===== config.mk =====
export PLATFORM = sky130hd
export DESIGN_NAME = pgm_ddram_bridge
export DESIGN_NICKNAME = d
export VERILOG_FILES = /design/src/rtl/pgm_ddram_bridge.sv
export SDC_FILE = /design/constraint.sdc
export NUM_CORES = 1
export LEC_CHECK = 0
export CORE_ASPECT_RATIO = 1.2
export CORE_UTILIZATION = 45
export DETAILED_ROUTE_END_ITERATION = 12
export PLACE_DENSITY = 0.69
export SYNTH_ARGS = -nofsm -noshare
export SYNTH_HDL_FRONTEND = slang
export SYNTH_SLANG_ARGS = --single-unit

===== constraint.sdc =====
create_clock -name clk -period 8.3 [get_ports clk]
set_input_delay 0.83 -clock clk [delete_from_list [all_inputs] [get_ports clk]]
set_output_delay 0.83 -clock clk [all_outputs]
set_load 0.05 [all_outputs]

===== src/rtl/pgm_ddram_bridge.sv =====
// pgm_ddram_bridge: responder for the core's DDRAM request bus. Turns rd/we
// requests into single-beat Avalon-MM transactions, buffers loader writes in
// a small FIFO and keeps a one-line read cache for repeated word fetches.
module pgm_ddram_bridge #(
    parameter int WFIFO_DEPTH = 4,
    parameter bit CACHE_EN    = 1'b1
) (
    input  logic        clk,
    input  logic        reset_n,

    input  logic        ddram_rd,
    input  logic        ddram_we,
    input  logic [28:0] ddram_addr,
    input  logic [63:0] ddram_din,
    input  logic [7:0]  ddram_be,
    output logic [63:0] ddram_dout,
    output logic        ddram_busy,
    output logic        ddram_dout_ready,

    output logic [28:0] avl_address,
    output logic [7:0]  avl_burstcount,
    output logic        avl_read,
    output logic        avl_write,
    output logic [63:0] avl_writedata,
    output logic [7:0]  avl_byteenable,
    input  logic        avl_waitrequest,
    input  logic [63:0] avl_readdata,
    input  logic        avl_readdatavalid,

    output logic        err_overflow
);

    localparam int AW = (WFIFO_DEPTH > 1) ? $clog2(WFIFO_DEPTH) : 1;
    localparam int PW = AW + 1;
    localparam int EW = 29 + 64 + 8;

    typedef enum logic [2:0] {
        IDLE,
        WR_ISSUE,
        RD_ISSUE,
        RD_WAIT,
        RD_DONE
    } state_t;

    state_t        state_q, state_d;
    logic [PW-1:0] wrPtr_q, wrPtr_d;
    logic [PW-1:0] rdPtr_q, rdPtr_d;
    logic [EW-1:0] fifoMem_q [WFIFO_DEPTH];
    logic [28:0]   rdAddr_q, rdAddr_d;
    logic [63:0]   dout_q, dout_d;
    logic          doutReady_q, doutReady_d;
    logic          busy_q, busy_d;
    logic          overflow_q, overflow_d;
    logic          cacheValid_q, cacheValid_d;
    logic [28:0]   cacheTag_q, cacheTag_d;

    logic          fifoEmpty;
    logic          fifoFull;
    logic          fullNext;
    logic          doPush;
    logic          doPop;
    logic          cacheHit;
    logic [EW-1:0] fifoHead;

    // The pointers carry one extra wrap bit so full and empty are distinguishable.
    assign fifoEmpty = (wrPtr_q == rdPtr_q);
    assign fifoFull  = (wrPtr_q[AW] != rdPtr_q[AW]) && (wrPtr_q[AW-1:0] == rdPtr_q[AW-1:0]);
    assign doPush    = ddram_we && !fifoFull;
    assign doPop     = (state_q == WR_ISSUE) && !avl_waitrequest;
    assign fifoHead  = fifoMem_q[rdPtr_q[AW-1:0]];

    // The read data register doubles as the cache line: it only changes on a
    // miss fill (which also sets the tag) or a hit (which reloads the same value).
    assign cacheHit = CACHE_EN && cacheValid_q && (ddram_addr == cacheTag_q);

    // Next-state logic for the FSM, FIFO pointers, cache and status flags.
    always_comb begin
        state_d      = state_q;
        wrPtr_d      = wrPtr_q;
        rdPtr_d      = rdPtr_q;
        rdAddr_d     = rdAddr_q;
        dout_d       = dout_q;
        doutReady_d  = 1'b0;
        overflow_d   = overflow_q;
        cacheValid_d = cacheValid_q;
        cacheTag_d   = cacheTag_q;
        busy_d       = 1'b0;
        fullNext     = 1'b0;

        if (doPush) begin
            wrPtr_d = wrPtr_q + PW'(1);
        end
        if (ddram_we && fifoFull) begin
            overflow_d = 1'b1;
        end
        if (doPop) begin
            rdPtr_d = rdPtr_q + PW'(1);
        end

        case (state_q)
            IDLE: begin
                // A write arriving this cycle counts as pending so it drains before any read.
                if (!fifoEmpty || doPush) begin
                    state_d = WR_ISSUE;
                end else if (ddram_rd) begin
                    if (cacheHit) begin
                        state_d     = RD_DONE;
                        doutReady_d = 1'b1;
                    end else begin
                        state_d  = RD_ISSUE;
                        rdAddr_d = ddram_addr;
                    end
                end
            end
            WR_ISSUE: begin
                if (doPop && (wrPtr_d == rdPtr_d)) begin
                    state_d = IDLE;
                end
            end
            RD_ISSUE: begin
                if (!avl_waitrequest) begin
                    state_d = RD_WAIT;
                end
            end
            RD_WAIT: begin
                if (avl_readdatavalid) begin
                    dout_d       = avl_readdata;
                    cacheTag_d   = rdAddr_q;
                    cacheValid_d = CACHE_EN;
                    doutReady_d  = 1'b1;
                    state_d      = RD_DONE;
                end
            end
            RD_DONE: begin
                state_d = IDLE;
            end
            default: begin
                state_d = IDLE;
            end
        endcase

        // A write to the cached word makes the line stale, even if it was filled this cycle.
        if (doPush && (ddram_addr == cacheTag_d)) begin
            cacheValid_d = 1'b0;
        end

        fullNext = (wrPtr_d[AW] != rdPtr_d[AW]) && (wrPtr_d[AW-1:0] == rdPtr_d[AW-1:0]);
        busy_d   = fullNext || (state_d == RD_ISSUE) || (state_d == RD_WAIT) || (state_d == RD_DONE);
    end

    // State and control registers, cleared asynchronously on reset.
    always_ff @(posedge clk or negedge reset_n) begin
        if (!reset_n) begin
            state_q      <= IDLE;
            wrPtr_q      <= '0;
            rdPtr_q      <= '0;
            rdAddr_q     <= '0;
            dout_q       <= '0;
            doutReady_q  <= 1'b0;
            busy_q       <= 1'b0;
            overflow_q   <= 1'b0;
            cacheValid_q <= 1'b0;
            cacheTag_q   <= '0;
        end else begin
            state_q      <= state_d;
            wrPtr_q      <= wrPtr_d;
            rdPtr_q      <= rdPtr_d;
            rdAddr_q     <= rdAddr_d;
            dout_q       <= dout_d;
            doutReady_q  <= doutReady_d;
            busy_q       <= busy_d;
            overflow_q   <= overflow_d;
            cacheValid_q <= cacheValid_d;
            cacheTag_q   <= cacheTag_d;
        end
    end

    // FIFO storage needs no reset; the pointers alone decide what is valid.
    always_ff @(posedge clk) begin
        if (doPush) begin
            fifoMem_q[wrPtr_q[AW-1:0]] <= {ddram_addr, ddram_din, ddram_be};
        end
    end

    // Avalon command outputs follow the state; the FIFO head is stable until popped.
    always_comb begin
        avl_read       = 1'b0;
        avl_write      = 1'b0;
        avl_address    = '0;
        avl_writedata  = '0;
        avl_byteenable = '0;
        case (state_q)
            WR_ISSUE: begin
                avl_write = 1'b1;
                {avl_address, avl_writedata, avl_byteenable} = fifoHead;
            end
            RD_ISSUE: begin
                avl_read    = 1'b1;
                avl_address = rdAddr_q;
            end
            default: begin
            end
        endcase
    end

    assign avl_burstcount   = 8'd1;
    assign ddram_dout       = dout_q;
    assign ddram_dout_ready = doutReady_q;
    assign ddram_busy       = busy_q;
    assign err_overflow     = overflow_q;

endmodule

==> results.cfg <==
[power]
seqPwrFrac_pct = 34.6
leakage_nw = 10.23
power_w = 0.01208
power.density_nw_per_um2 = 440.5
combinationalPowerShare_pct = 45.5
pwr-share-clk_pct = 19.9
p_switching_w = 0.004867
p_int_w = 0.007211
ir_drop_mv = 0.2604
p_sw_share_pct = 40.30

[grt]
grt_max_degree = 83
overflow = 0
grt_antenna_before_repair = 1
grt_pass1_vias = 13031
grt_pass1_wl_um = 77660
grt_use_total_pct = 20.84

[synthesis]
synthAdderAreaFrac_pct = 0.2885
synthMuxAreaShare_pct = 12.97
yosys_most_used_dff = edfxtp_1
synth_xor_area_share_pct = 1.979
synthArstFlopShare_pct = 25.05
ys_ff_latch = 539
synth.distinct_cells = 60
yosysWarnings = 0
synth-edff-count = 404
synth_compound_area_share_pct = 3.024
synth_top_family_by_area = multiplexers
syn_area_sq_um = 21680
synthSimpleGateAreaFrac_pct = 8.021
synthCells = 1302
avgSynthCellArea_sq_um = 16.65
yosysSeqAreaShare_pct = 71.53

[cts]
clkSinkCount = 539
holdBufCountCts = 0
cts_buffers = 52
clockRootBuffer = clkbuf_16
cts_post_setup_buffers_inserted = 0
cts.repair.resized = 0
h-tree-depth = 2
cts_tree = yes
clockBufferDepth = 3
clock_latency_ns = 0.59
cts.clk_slew.worst_paths_ns = 0.06

[sta]
max-slew-margin-rel_pct = 31.96
rsz0062_at_grt = false
finalSetupViolations = 0
tightest_slew_ns = 1.021
hold_viol_final = 0
fin_crit_sh_pct = 56.19
fmax_mhz = 214.4
hold_ws_ns = 0.2561
fin_skew_ns = 0.01573
fin_crit_ns = 4.664
slew_violations = 0
setup_tns_ns = 0

[die]
core-area_sq_um = 47240
num_rows = 87
start_util_pct = 45.89
die_x_um = 202.4
boundaryPins = 349
die_y_um = 242.5
dieArea_sq_um = 49070

[layout]
final_common_cell = edfxtp_1
area_growth_pct = 26.48
drive_gt1_share_pct = 14.14
fin_area_sq_um = 27420
fill_cells = 3662
layout_common_cells = edfxtp_1, clkdlybuf4s50_1, nand2_1
nets = 1815

[detailed_routing]
ant_nets = 0
viasPerCell = 5.423
vias = 12510
dr.pass1.iters = 7
drt-wirelength-per-cell_um = 21.99
route.detailed.drc = 0
drt_iter0_drc = 803
drt-total-wl_um = 50740

[setup_path]
cp.arrival_ns = 3.83
critical_path_required_ns = 7.47
cp-start-kind = flop
cp-end-kind = primary output
critPathMaxFanout = 48
path_class = reg -> out

[place]
dpl.hpwl_um = 32160
place_area_sq_um = 25680
port_buffers = 340
routabilityCongestion = 0.8095

[run_status]
status = complete, no violations

[min_path]
hp-class = in -> async

[job]
drv_cap = 0
-- worst paths after layout --
check,start,to,slack (ns),cells after the start
setup / recovery,rdPtr_q[0],avl_writedata[41],3.64,4
hold / removal,reset_n,ddram_dout[4],0.26,1
setup reg to reg,rdPtr_q[0],fifoMem_q[0][49],4.18,5
hold reg to reg,ddram_dout[52],ddram_dout[52],0.47,2
max in group asynchronous,reset_n,ddram_dout[17],6.74,2
min in group clk,ddram_dout[52],ddram_dout[52],0.47,2
-- cell usage after synthesis (2+ instances only) --
master / count / share of area, %
a2111oi_0: 2 / 0.081
a211oi_1: 2 / 0.069
a21oi_1: 4 / 0.092
a221oi_1: 2 / 0.081
a22o_1: 30 / 1.2
a22oi_1: 2 / 0.069
a31oi_1: 2 / 0.058
and2_1: 4 / 0.12
and3_1: 72 / 2.1
buf_2: 13 / 0.30
buf_4: 8 / 0.28
buf_6: 3 / 0.16
clkbuf_1: 54 / 0.93
conb_1: 2 / 0.035
dfrtp_1: 135 / 16
edfxtp_1: 404 / 56
ha_1: 5 / 0.29
inv_1: 28 / 0.48
mux2_2: 9 / 0.47
mux2_4: 27 / 1.9
mux2i_1: 3 / 0.14
mux4_2: 101 / 10
nand2_1: 247 / 4.3
nand2b_1: 11 / 0.32
nand3_1: 3 / 0.069
nand4_1: 8 / 0.23
nor2_1: 8 / 0.14
nor2b_1: 5 / 0.14
nor3_1: 3 / 0.069
nor4_1: 4 / 0.12
o2111ai_1: 3 / 0.12
o21ai_0: 17 / 0.39
o22ai_1: 6 / 0.17
o31ai_1: 2 / 0.069
xnor2_1: 27 / 1.1
xor2_1: 22 / 0.89
-- cell type report --
cell class | instances | area [sq um] | share of cell area [%]
diodes | 1 | 2.502 | 0.009125
flip-flops and latches | 539 | 15520 | 56.59
clock inverters | 31 | 325.3 | 1.186
well taps | 623 | 779.5 | 2.843
multi-input cells | 663 | 5764 | 21.02
repair buffers | 355 | 3517 | 12.83
inverters | 28 | 105.1 | 0.3833
clock buffers | 67 | 1410 | 5.142
-- per-layer routing --
metal	wire length [um]	GRT usage (%)	share of wire (%)	vias up
li1	-	-	-	5579
met1	19990	26.32	39	6377
met2	25820	35.34	51	464
met3	3574	5.031	7.0	90
met4	1352	6.524	2.7	0
met5	0	0	0	-
-- sequential cells by signal, indices dropped and copies added, names as in the netlist --
register          count
ddram_busy            1
cacheTag_q           29
cacheValid_q          1
ddram_dout_ready      1
err_overflow          1
fifoMem_q           404
rdPtr_q               3
ddram_dout           64
rdAddr_q             29
state_q               3
wrPtr_q               3
-- power by group through the flow --
stage                     logic (W)  registers, W  clock network [W]
after floorplan             0.00339       0.00454                  0
after global placement      0.00552       0.00420                  0
after detailed placement    0.00555       0.00424                  0
after CTS                   0.00556       0.00419            0.00245
after global routing        0.00580       0.00426            0.00256
final                       0.00550       0.00418            0.00240
-- worst max-delay path, cell delays in order, from the launching register on --
cell             delay (ns)
dfrtp_4                0.80
buf_4                  0.82
mux4_2                 0.64
and3_1                 0.20
clkdlybuf4s50_1        0.70
-- cells by family after synthesis --
family | after synthesis
DFF | 539
and+or+nand+nor | 375
muxes | 140
buffers and inverters | 106
AOI/OAI and AO/OA | 86
xor gates and xnor gates | 49
adders and majority gates | 5
other | 2
-- through the flow --
stage,util (%),worst slack [ns],instances
global route,58.04,3.375,2306
global placement,54.37,4.142,2208
CTS,58.04,3.487,2306
floorplan,-,4.303,1308
detailed placement,54.37,4.072,2208
finish,58.05,3.636,2307
No activity file was read; power rests on OpenSTA's default activity.
